==> src/rtl/lcd_pattern_gen_if.sv <==
// ----------------------------------------------------------------------------
// lcd_pattern_gen_if
//
// Pixel-stream bundle between the LCD timing generator, the pattern
// generator and the RGB565 panel pins.
//
// Handshake: den_in is the valid. A pixel (xpos, ypos) is taken on every clk
// edge where den_in=1; there is no ready, because the panel cannot stall.
// den_out is the matching valid on the output side, two clk cycles later.
//
// Signals:
//   hsync_in, vsync_in, den_in : timing from the timing generator
//   xpos, ypos                 : pixel coordinates, meaningful while den_in=1
//   hsync_out, vsync_out       : sync re-timed to line up with the colour
//   den_out                    : data enable re-timed with the colour
//   lcd_r, lcd_g, lcd_b        : RGB565 colour to the panel
//
// Modports:
//   master : timing-generator / bench side (drives *_in, reads *_out)
//   slave  : pattern generator side
// ----------------------------------------------------------------------------
interface lcd_pattern_gen_if;
    logic       hsync_in;
    logic       vsync_in;
    logic       den_in;
    logic [9:0] xpos;
    logic [9:0] ypos;
    logic       hsync_out;
    logic       vsync_out;
    logic       den_out;
    logic [4:0] lcd_r;
    logic [5:0] lcd_g;
    logic [4:0] lcd_b;

    modport master (
        output hsync_in, vsync_in, den_in, xpos, ypos,
        input  hsync_out, vsync_out, den_out, lcd_r, lcd_g, lcd_b
    );

    modport slave (
        input  hsync_in, vsync_in, den_in, xpos, ypos,
        output hsync_out, vsync_out, den_out, lcd_r, lcd_g, lcd_b
    );
endinterface

==> src/rtl/lcd_pattern_gen.sv <==
// ----------------------------------------------------------------------------
// lcd_pattern_gen
//
// Test-pattern generator sitting between the LCD timing generator and the
// RGB565 panel pins, clocked by the pixel clock. Five patterns (checker,
// colour bars, gradient, solid, bouncing box) are cycled by a debounced
// BTN_USER press; the switch is applied only at frame start so a frame
// never tears. Sync and DEN go through the same two-stage pipeline as the
// colour.
//
// Ports:
//   clk          : pixel clock
//   BTN_RESET    : asynchronous active-low reset
//   btn_user     : raw user button, active-low, asynchronous to clk
//   lcd          : pixel-stream interface (slave side)
//   mode         : pattern currently displayed
//   frame_count  : free-running frame counter
//   box_x/box_y  : bouncing-box position (debug view of the motion state)
//   box_dx/dy    : bouncing-box direction, 1 = increasing
// ----------------------------------------------------------------------------
module lcd_pattern_gen #(
    parameter int          H_ACTIVE        = 480,
    parameter int          V_ACTIVE        = 272,
    parameter int          TILE_LOG2       = 5,
    parameter int          DEBOUNCE_CYCLES = 90000,
    parameter int          NUM_MODES       = 5,
    parameter logic [15:0] SOLID_RGB       = 16'hF00F,
    parameter int          BOX_SIZE        = 32,
    parameter bit          SYNC_ACTIVE_LOW = 1'b1
) (
    input  logic               clk,
    input  logic               BTN_RESET,
    input  logic               btn_user,
    lcd_pattern_gen_if.slave   lcd,
    output logic [2:0]         mode,
    output logic [7:0]         frame_count,
    output logic [9:0]         box_x,
    output logic [9:0]         box_y,
    output logic               box_dx,
    output logic               box_dy
);

    localparam logic            SYNC_IDLE = SYNC_ACTIVE_LOW;
    localparam int              T         = TILE_LOG2;
    localparam int              DB_W      = $clog2(DEBOUNCE_CYCLES + 1);
    localparam logic [DB_W-1:0] DB_LAST   = DB_W'(DEBOUNCE_CYCLES - 1);
    localparam logic [9:0]      BX_MAX    = 10'(H_ACTIVE - BOX_SIZE);
    localparam logic [9:0]      BY_MAX    = 10'(V_ACTIVE - BOX_SIZE);
    localparam logic [2:0]      MODE_LAST = 3'(NUM_MODES - 1);

    // Button path
    logic            btn_s1_q, btn_s1_d;
    logic            btn_s2_q, btn_s2_d;
    logic            btn_acc_q, btn_acc_d;
    logic [DB_W-1:0] db_cnt_q, db_cnt_d;
    logic            pending_q, pending_d;
    logic            press;

    // Frame-rate state
    logic [2:0]      mode_q, mode_d;
    logic [7:0]      frame_cnt_q, frame_cnt_d;
    logic [9:0]      bx_q, bx_d, by_q, by_d;
    logic            dx_q, dx_d, dy_q, dy_d;
    logic            frame_start;

    // Pipeline
    logic [9:0]      x1_q, x1_d, y1_q, y1_d;
    logic            den1_q, den1_d, hs1_q, hs1_d, vs1_q, vs1_d;
    logic [15:0]     rgb2_q, rgb2_d;
    logic            den2_q, den2_d, hs2_q, hs2_d, vs2_q, vs2_d;

    logic [15:0]     colour;
    logic [2:0]      bar;
    logic            in_box;

    // vs2_q is the previous stage-1 vsync, so this is the inactive->active
    // edge of the stage-1 register. Both reset to idle, so no edge is seen
    // until a real one arrives after reset release.
    assign frame_start = (vs1_q != SYNC_IDLE) && (vs2_q == SYNC_IDLE);

    // Accepted level falling 1->0 is a press.
    assign press = btn_acc_q && !btn_acc_d;

    always_comb begin
        btn_s1_d    = btn_user;
        btn_s2_d    = btn_s1_q;
        btn_acc_d   = btn_acc_q;
        db_cnt_d    = db_cnt_q;
        pending_d   = pending_q;
        mode_d      = mode_q;
        frame_cnt_d = frame_cnt_q;
        bx_d        = bx_q;
        by_d        = by_q;
        dx_d        = dx_q;
        dy_d        = dy_q;

        // Counter runs only while the synchronised level disagrees with the
        // accepted one; any return to agreement restarts it.
        if (btn_s2_q == btn_acc_q) begin
            db_cnt_d = '0;
        end else if (db_cnt_q == DB_LAST) begin
            btn_acc_d = btn_s2_q;
            db_cnt_d  = '0;
        end else begin
            db_cnt_d = db_cnt_q + DB_W'(1);
        end

        if (frame_start) begin
            frame_cnt_d = frame_cnt_q + 8'd1;
            if (pending_q) begin
                mode_d = (mode_q == MODE_LAST) ? 3'd0 : mode_q + 3'd1;
            end
            // A press landing on this very cycle survives for the next frame.
            pending_d = press;

            if (dx_q && bx_q == BX_MAX) begin
                dx_d = 1'b0;
                bx_d = bx_q - 10'd1;
            end else if (!dx_q && bx_q == 10'd0) begin
                dx_d = 1'b1;
                bx_d = 10'd1;
            end else begin
                bx_d = dx_q ? bx_q + 10'd1 : bx_q - 10'd1;
            end

            if (dy_q && by_q == BY_MAX) begin
                dy_d = 1'b0;
                by_d = by_q - 10'd1;
            end else if (!dy_q && by_q == 10'd0) begin
                dy_d = 1'b1;
                by_d = 10'd1;
            end else begin
                by_d = dy_q ? by_q + 10'd1 : by_q - 10'd1;
            end
        end else if (press) begin
            pending_d = 1'b1;
        end
    end

    // Colour for the pixel currently in stage 1.
    always_comb begin
        colour = 16'h0000;
        bar    = 3'd0;
        in_box = 1'b0;

        // Bar index without a divider: count the bar boundaries already passed.
        for (int k = 1; k < 8; k++) begin
            if ({1'b0, x1_q} >= 11'(k * H_ACTIVE / 8)) begin
                bar = bar + 3'd1;
            end
        end

        in_box = ({1'b0, x1_q} >= {1'b0, bx_q}) &&
                 ({1'b0, x1_q} <  {1'b0, bx_q} + 11'(BOX_SIZE)) &&
                 ({1'b0, y1_q} >= {1'b0, by_q}) &&
                 ({1'b0, y1_q} <  {1'b0, by_q} + 11'(BOX_SIZE));

        case (mode_q)
            3'd0: colour = {{5{x1_q[T]   ^ y1_q[T]}},
                            {6{x1_q[T+1] ^ y1_q[T+1]}},
                            {5{x1_q[T+2] ^ y1_q[T+2]}}};
            3'd1: colour = {{5{~bar[1]}}, {6{~bar[2]}}, {5{~bar[0]}}};
            3'd2: colour = {x1_q[8:4], y1_q[8:3], frame_cnt_q[7:3]};
            3'd3: colour = SOLID_RGB;
            3'd4: colour = in_box ? 16'hFFFF : 16'h001F;
            default: colour = 16'h0000;
        endcase
    end

    always_comb begin
        x1_d   = lcd.xpos;
        y1_d   = lcd.ypos;
        den1_d = lcd.den_in;
        hs1_d  = lcd.hsync_in;
        vs1_d  = lcd.vsync_in;
        rgb2_d = den1_q ? colour : 16'h0000;
        den2_d = den1_q;
        hs2_d  = hs1_q;
        vs2_d  = vs1_q;
    end

    always_ff @(posedge clk or negedge BTN_RESET) begin
        if (!BTN_RESET) begin
            btn_s1_q    <= 1'b1;
            btn_s2_q    <= 1'b1;
            btn_acc_q   <= 1'b1;
            db_cnt_q    <= '0;
            pending_q   <= 1'b0;
            mode_q      <= 3'd0;
            frame_cnt_q <= 8'd0;
            bx_q        <= 10'd0;
            by_q        <= 10'd0;
            dx_q        <= 1'b1;
            dy_q        <= 1'b1;
            x1_q        <= 10'd0;
            y1_q        <= 10'd0;
            den1_q      <= 1'b0;
            hs1_q       <= SYNC_IDLE;
            vs1_q       <= SYNC_IDLE;
            rgb2_q      <= 16'h0000;
            den2_q      <= 1'b0;
            hs2_q       <= SYNC_IDLE;
            vs2_q       <= SYNC_IDLE;
        end else begin
            btn_s1_q    <= btn_s1_d;
            btn_s2_q    <= btn_s2_d;
            btn_acc_q   <= btn_acc_d;
            db_cnt_q    <= db_cnt_d;
            pending_q   <= pending_d;
            mode_q      <= mode_d;
            frame_cnt_q <= frame_cnt_d;
            bx_q        <= bx_d;
            by_q        <= by_d;
            dx_q        <= dx_d;
            dy_q        <= dy_d;
            x1_q        <= x1_d;
            y1_q        <= y1_d;
            den1_q      <= den1_d;
            hs1_q       <= hs1_d;
            vs1_q       <= vs1_d;
            rgb2_q      <= rgb2_d;
            den2_q      <= den2_d;
            hs2_q       <= hs2_d;
            vs2_q       <= vs2_d;
        end
    end

    assign lcd.hsync_out = hs2_q;
    assign lcd.vsync_out = vs2_q;
    assign lcd.den_out   = den2_q;
    assign lcd.lcd_r     = rgb2_q[15:11];
    assign lcd.lcd_g     = rgb2_q[10:5];
    assign lcd.lcd_b     = rgb2_q[4:0];
    assign mode          = mode_q;
    assign frame_count   = frame_cnt_q;
    assign box_x         = bx_q;
    assign box_y         = by_q;
    assign box_dx        = dx_q;
    assign box_dy        = dy_q;

endmodule
==> src/flat_wrapper.sv <==
// flat-port wrapper written by rule: the top's interface ports become plain ports
module lcd_pattern_gen_flat 
#(
    parameter int          H_ACTIVE        = 480,
    parameter int          V_ACTIVE        = 272,
    parameter int          TILE_LOG2       = 5,
    parameter int          DEBOUNCE_CYCLES = 90000,
    parameter int          NUM_MODES       = 5,
    parameter logic [15:0] SOLID_RGB       = 16'hF00F,
    parameter int          BOX_SIZE        = 32,
    parameter bit          SYNC_ACTIVE_LOW = 1'b1
)
  (clk, BTN_RESET, btn_user, mode, frame_count, box_x, box_y, box_dx, box_dy, lcd_hsync_in, lcd_vsync_in, lcd_den_in, lcd_xpos, lcd_ypos, lcd_hsync_out, lcd_vsync_out, lcd_den_out, lcd_lcd_r, lcd_lcd_g, lcd_lcd_b);
  lcd_pattern_gen_if lcd_i ();
  input  logic clk;
  input  logic BTN_RESET;
  input  logic btn_user;
  output logic [2:0] mode;
  output logic [7:0] frame_count;
  output logic [9:0] box_x;
  output logic [9:0] box_y;
  output logic box_dx;
  output logic box_dy;
  input wire logic [$bits(lcd_i.hsync_in)-1:0] lcd_hsync_in;
  input wire logic [$bits(lcd_i.vsync_in)-1:0] lcd_vsync_in;
  input wire logic [$bits(lcd_i.den_in)-1:0] lcd_den_in;
  input wire logic [$bits(lcd_i.xpos)-1:0] lcd_xpos;
  input wire logic [$bits(lcd_i.ypos)-1:0] lcd_ypos;
  output wire logic [$bits(lcd_i.hsync_out)-1:0] lcd_hsync_out;
  output wire logic [$bits(lcd_i.vsync_out)-1:0] lcd_vsync_out;
  output wire logic [$bits(lcd_i.den_out)-1:0] lcd_den_out;
  output wire logic [$bits(lcd_i.lcd_r)-1:0] lcd_lcd_r;
  output wire logic [$bits(lcd_i.lcd_g)-1:0] lcd_lcd_g;
  output wire logic [$bits(lcd_i.lcd_b)-1:0] lcd_lcd_b;
  assign lcd_i.hsync_in = lcd_hsync_in;
  assign lcd_i.vsync_in = lcd_vsync_in;
  assign lcd_i.den_in = lcd_den_in;
  assign lcd_i.xpos = lcd_xpos;
  assign lcd_i.ypos = lcd_ypos;
  assign lcd_hsync_out = lcd_i.hsync_out;
  assign lcd_vsync_out = lcd_i.vsync_out;
  assign lcd_den_out = lcd_i.den_out;
  assign lcd_lcd_r = lcd_i.lcd_r;
  assign lcd_lcd_g = lcd_i.lcd_g;
  assign lcd_lcd_b = lcd_i.lcd_b;
  lcd_pattern_gen #(.H_ACTIVE(H_ACTIVE), .V_ACTIVE(V_ACTIVE), .TILE_LOG2(TILE_LOG2), .DEBOUNCE_CYCLES(DEBOUNCE_CYCLES), .NUM_MODES(NUM_MODES), .SOLID_RGB(SOLID_RGB), .BOX_SIZE(BOX_SIZE), .SYNC_ACTIVE_LOW(SYNC_ACTIVE_LOW)) u_core (.clk(clk), .BTN_RESET(BTN_RESET), .btn_user(btn_user), .lcd(lcd_i), .mode(mode), .frame_count(frame_count), .box_x(box_x), .box_y(box_y), .box_dx(box_dx), .box_dy(box_dy));
endmodule
==> config.mk <==
export PLATFORM = sky130hd
export DESIGN_NAME = lcd_pattern_gen_flat
export DESIGN_NICKNAME = d
export VERILOG_FILES = /design/src/rtl/lcd_pattern_gen_if.sv /design/src/rtl/lcd_pattern_gen.sv /design/src/flat_wrapper.sv
export SDC_FILE = /design/constraint.sdc
export NUM_CORES = 1
export LEC_CHECK = 0
export CORE_ASPECT_RATIO = 1.25
export CORE_MARGIN = 5
export CORE_UTILIZATION = 35
export DETAILED_ROUTE_END_ITERATION = 7
export SKIP_LAST_GASP = 1
export SYNTH_ARGS = -nofsm -noshare
export SYNTH_HDL_FRONTEND = slang
export SYNTH_SLANG_ARGS = --single-unit
==> constraint.sdc <==
create_clock -name clk -period 6 [get_ports clk]
set_input_delay 0.6 -clock clk [delete_from_list [all_inputs] [get_ports clk]]
set_output_delay 0.6 -clock clk [all_outputs]
set_load 0.01 [all_outputs]
# Word level (Yosys, flattened, before mapping)

Cells that the tools add are included.

Add/subtract/negate cells: 15
$lt $le $gt $ge: 11
Equality and inequality tests: 8
Muxes and demuxes: 27
Bitwise logic cells: 7
Reduce and logical (&&, ||, !) cells: 21

Operators by type and width:

| cell                  | count |
|---|---|
| $pmux 16 s5           | 1 |
| $mux 10               | 6 |
| $mux 17               | 2 |
| $mux 16               | 2 |
| $ge 10x9->1 const B   | 3 |
| $add 10x6->11 const B | 2 |
| $lt 10x11->1          | 2 |
| $mux 3                | 7 |
| $add 10x1->10 const B | 2 |
| $ge 10x10->1          | 2 |
| $ge 10x8->1 const B   | 2 |
| $logic_not 10->1      | 2 |
| $sub 10x1->10 const B | 2 |
| $add 3x1->3 const B   | 6 |
| $add 17x1->17 const B | 1 |
| $eq 17x17->1 const B  | 1 |
| $eq 10x8->1 const B   | 1 |
| $eq 10x9->1 const B   | 1 |
| $ge 10x6->1 const B   | 1 |
| $ge 10x7->1 const B   | 1 |
| $logic_and 1x1->1     | 9 |
| $mux 1                | 9 |
| $add 8x1->8 const B   | 1 |
| $eq 3x2->1 const B    | 2 |
| other kinds (10)      | 21 |

Register bits after elaboration: 96
Logic and storage cells: 109

# Logic depth before layout (Yosys ltp)

Depth in word-level cells: 17
Mapped depth: 19
Mapped depth without buffers: 18

# Worst setup path after synthesis

Ideal clock, no wire load.

Path type: reg2reg
Start: register u_core.x1_q[7]
End: register u_core.rgb2_q[5]
Setup time: 0.154 ns
Arrival: 4.165 ns
Setup slack: 1.681 ns
Cell stages (with the launch flop): 19
Cells stage by stage: dfrtp_1 > buf_2 > or3_1 > a211oi_1 > ha_1 > inv_1 > xnor2_1 > ha_1 > xor2_1 > o22ai_1 > nor2_1 > ha_1 > nand2_1 > o31ai_1 > ha_1 > or2b_1 > xnor3_1 > mux2i_2 > a31oi_1

Cells in the longest elaborated chain, start to end: 17

Ends and longest elaborated chain:

| what                   | RTL line               | RTL |
|---|---|---|
| start, declared        | lcd_pattern_gen.sv:67  | `logic [9:0] x1_q, x1_d, y1_q, y1_d;` |
| start signal, assigned | lcd_pattern_gen.sv:195 | `x1_q <= 10'd0;` |
| start signal, assigned | lcd_pattern_gen.sv:216 | `x1_q <= x1_d;` |
| $ge 10x6->1            | lcd_pattern_gen.sv:148 | `if ({1'b0, x1_q} >= 11'(k * H_ACTIVE / 8)) begin` |
| $mux 1                 | lcd_pattern_gen.sv:148 |  |
| $add 1x1->2            | lcd_pattern_gen.sv:149 | `bar = bar + 3'd1;` |
| $mux 3                 | lcd_pattern_gen.sv:148 |  |
| $add 3x1->3            | lcd_pattern_gen.sv:149 |  |
| $mux 3                 | lcd_pattern_gen.sv:148 |  |
| $add 3x1->3            | lcd_pattern_gen.sv:149 |  |
| $mux 3                 | lcd_pattern_gen.sv:148 |  |
| [2 not listed]         | n/a                    |  |
| $add 3x1->3            | lcd_pattern_gen.sv:149 |  |
| $mux 3                 | lcd_pattern_gen.sv:148 |  |
| $add 3x1->3            | lcd_pattern_gen.sv:149 |  |
| $mux 3                 | lcd_pattern_gen.sv:148 |  |
| $not 1->1              | lcd_pattern_gen.sv:162 | `3'd1: colour = {{5{~bar[1]}}, {6{~bar[2]}}, {5{~bar[0]}}};` |
| $pmux 16 s5 (*)        | lcd_pattern_gen.sv:158 | `case (mode_q)` |
| $mux 16 (*)            | lcd_pattern_gen.sv:176 | `rgb2_d = den1_q ? colour : 16'h0000;` |
| via u_core.rgb2_d[5]   | lcd_pattern_gen.sv:69  | `logic [15:0] rgb2_q, rgb2_d;` |
| end signal, assigned   | lcd_pattern_gen.sv:221 | `rgb2_q <= rgb2_d;` |
| end, declared          | lcd_pattern_gen.sv:69  |  |

Mark *: on every way through the listed nets, which the timed path passes. The rest lies on a longest branch.
A chain may end at the register's enable or synchronous reset.

# Final worst setup path

Start: register u_core.x1_q[9]
End: register u_core.rgb2_q[5]

Same word-level chain as after synthesis.

==> results by group <==
Global route
  – Antenna violations before repair: 0
  – First-pass GRT wire length: 25100 microns
  – Gr usage total: 15.7%
  – Vias in the first global route: 5066
  – Total gr overflow: 0
  – Largest net degree at the start of global routing: 56

Synth
  – Sequential-to-total area share from yosys stat: 41.3%
  – Async SR Flop Fraction: 100%
  – FF+latch count, synth: 96
  – Synth area leader: dfrtp_1
  – Post-synthesis cell count: 627
  – Post-Syn Area: 5850 sq um
  – Yosys cell types: 67
  – Synthesized net count: 705
  – Top FF cell, synth: dfrtp_1
  – Top-count cell post-synth: dfrtp_1
  – Post-synth top area share: 37.2%
  – Most frequent cells after synthesis: dfrtp_1, nor2_1, ha_1
  – Warnings from Yosys: 0
  – Avg Cell Area, Syn: 9.33 sq um
  – EDFF count, synth: 0
  – Synth area leaders: dfrtp_1, ha_1, a21oi_1

Routing
  – Iter 0 DRT Violations: 453
  – Post-DRT Antenna Nets: 0
  – WL final: 15000 microns
  – Via count: 4960
  – DR vias/cell: 5.43
  – Residual DRC: 0
  – Drt first pass iters: 5
  – Drt wl/cell: 16.5 microns

Die
  – Initial Util: 35.8%
  – DIE AREA: 19400 sq um
  – Die X: 126 microns
  – Total I/O pin count: 78
  – CORE AREA: 16300 sq um
  – Die Height: 155 microns
  – # rows: 52

Setup path
  – Data required, critical path: 6190 ps
  – End of the worst register-to-register path: u_core.rgb2_q[5]$_DFF_PN0_
  – Reg2reg setup slack: 1080 ps
  – Crit. End Element: flop
  – Crit Reg-Reg Startpoint: u_core.x1_q[9]$_DFF_PN0_
  – Setup CP Type: flop to flop
  – WP data arrival: 5120 ps
  – Launching element type of the critical path: flop
  – Worst Path Max Fanout: 9
  – CP startpoint: u_core.x1_q[9]$_DFF_PN0_
  – Register-to-Register Path Depth: 17

Timing
  – Least-Margin Pin Slew: 1030 ps
  – Max-Slew Margin vs Limit: 31.3%
  – Final hold viol count: 0
  – Worst Skew: 8.93 ps
  – Max Slew Vio Count: 0
  – TNS Setup: 0 ps
  – FMAX: 0.203 GHz
  – Unrepaired setup endpoints after global routing: no
  – Final setup viols: 0
  – Fin crit period: 4920 ps
  – Fin crit share: 82.1%

Clock network
  – CTS Hold Bufs: 0
  – Post-CTS setup buffers: 0
  – CTS Buf Count: 9
  – Worst-skew pair later-pin latency: 350 ps
  – Longest Clk Path Bufs: 2
  – CTS tree: built
  – H-tree depth: 3
  – Clock Tree Root: clkbuf_16
  – Post-CTS Resized: 0
  – CTS clk-pin slew, worst paths: 60 ps
  – Clk sinks: 96

Layout
  – P&R area growth vs syn: 22.3%
  – Core Util, Final: 43.8%
  – Ant. Diodes: 0
  – Layout cell share with drive strength beyond 1: 5.45%
  – Fillers: 1550
  – Multi-input gate area: 3180 sq um
  – Sequential cell area: 2410 sq um
  – Final net count: 770
  – Non-Filler Instances: 913

Placed design
  – # port buffers: 77
  – HPWL after detailed placement: 11300 microns
  – Final GP Congestion: 0.877
  – DP Cell Count: 897

Flow run
  – Max Cap Viol: 0

Pwr
  – Peak VDD IR: 0.152 mV
  – Pleak: 0.00306 uW
  – Cell Pwr Density: 317 nW/um^2

Min path
  – Worst min path class: input pin to async pin

Status
  – Status: completed
==> power by group <==
group | switching [uW] | internal (uW) | total [uW]
Clock | 248 | 409 | 657
Combinational | 376 | 354 | 731
Sequential | 153 | 726 | 879
==> worst max path at each step <==
stage | to | slack (ps) | depth (start not counted)
2_1_floorplan | u_core.rgb2_q[5]$_DFF_PN0_ | 1680 | 18
3_3_place_gp | u_core.rgb2_q[5]$_DFF_PN0_ | 1400 | 17
3_5_place_dp | u_core.rgb2_q[5]$_DFF_PN0_ | 1140 | 17
4_1_cts | u_core.rgb2_q[5]$_DFF_PN0_ | 1120 | 17
5_1_grt | u_core.rgb2_q[9]$_DFF_PN0_ | 890 | 17
6_report | u_core.rgb2_q[5]$_DFF_PN0_ | 1080 | 17
==> per-layer routing <==
layer	up-vias	global-route usage [%]	routed length (microns)
met4	0	6.30	429
met1	2386	19.5	6570
met2	146	26.2	7250
met5	-	0	0
li1	2399	-	-
met3	29	3.66	795
==> through the flow <==
stage	hold WS, ps	power (uW)	setup WS [ps]	instance area (sq um)
2_1_floorplan	304	1300	1680	5850
3_3_place_gp	348	1590	1400	6810
3_5_place_dp	349	1620	1140	6810
4_1_cts	242	2280	1120	7150
5_1_grt	267	2420	892	7150
6_report	223	2270	1080	7150
==> placed cells by master, fill, tap and decap left out, types with 12 or more instances in the layout <==
cell type and instances:
dfrtp_1 87, clkdlybuf4s50_1 76, nor2_1 54, ha_1 52, nand2_1 51, a21oi_1 51
inv_1 41, o21ai_0 27, xnor2_1 26, nand3_1 25, a31oi_1 18, and3_1 14
xor2_1 13, nand4_1 12, nor3_1 12
==> worst max-delay path: stages, from the launching register on <==
cell      delay, ps
dfrtp_1         510
or3_1           480
a211oi_1        390
ha_1            360
inv_1           170
xnor2_1         150
ha_1            260
xor2_1          150
o22ai_1         350
nor2_1          100
ha_1            320
nand2_1          60
o31ai_1         100
ha_1            170
or2b_1          240
xnor3_1         380
mux2i_2         420
a31oi_1         160
==> state kept, by name (all words and copies together), names as in the netlist, 3 cells and up <==
signal	cells
u_core.y1_q	10
u_core.box_x	10
u_core.db_cnt_q	17
u_core.frame_count	8
u_core.mode	3
u_core.rgb2_q	16
u_core.box_y	10
u_core.x1_q	10
==> logic make-up after synthesis <==
family                     synth area share, %
and+or+nand+nor                           16.9
muxes                                     1.48
DFF                                       41.3
AOI/OAI and AO/OA                         18.7
adders and majority gates                 11.1
buffers and inverters                     4.34
xor gates and xnor gates                  6.22
==> area by class of cell <==
type / instances / share of cell area (%)
Multi-Input combinational cell: 464 / 44.5
Tap cell: 216 / 3.78
Clock inverter: 5 / 1.49
Clock buffer: 11 / 3.25
Sequential cell: 96 / 33.7
Inverter: 41 / 2.15
Timing Repair Buffer: 80 / 11.1
(Power assumes the default switching activity.)
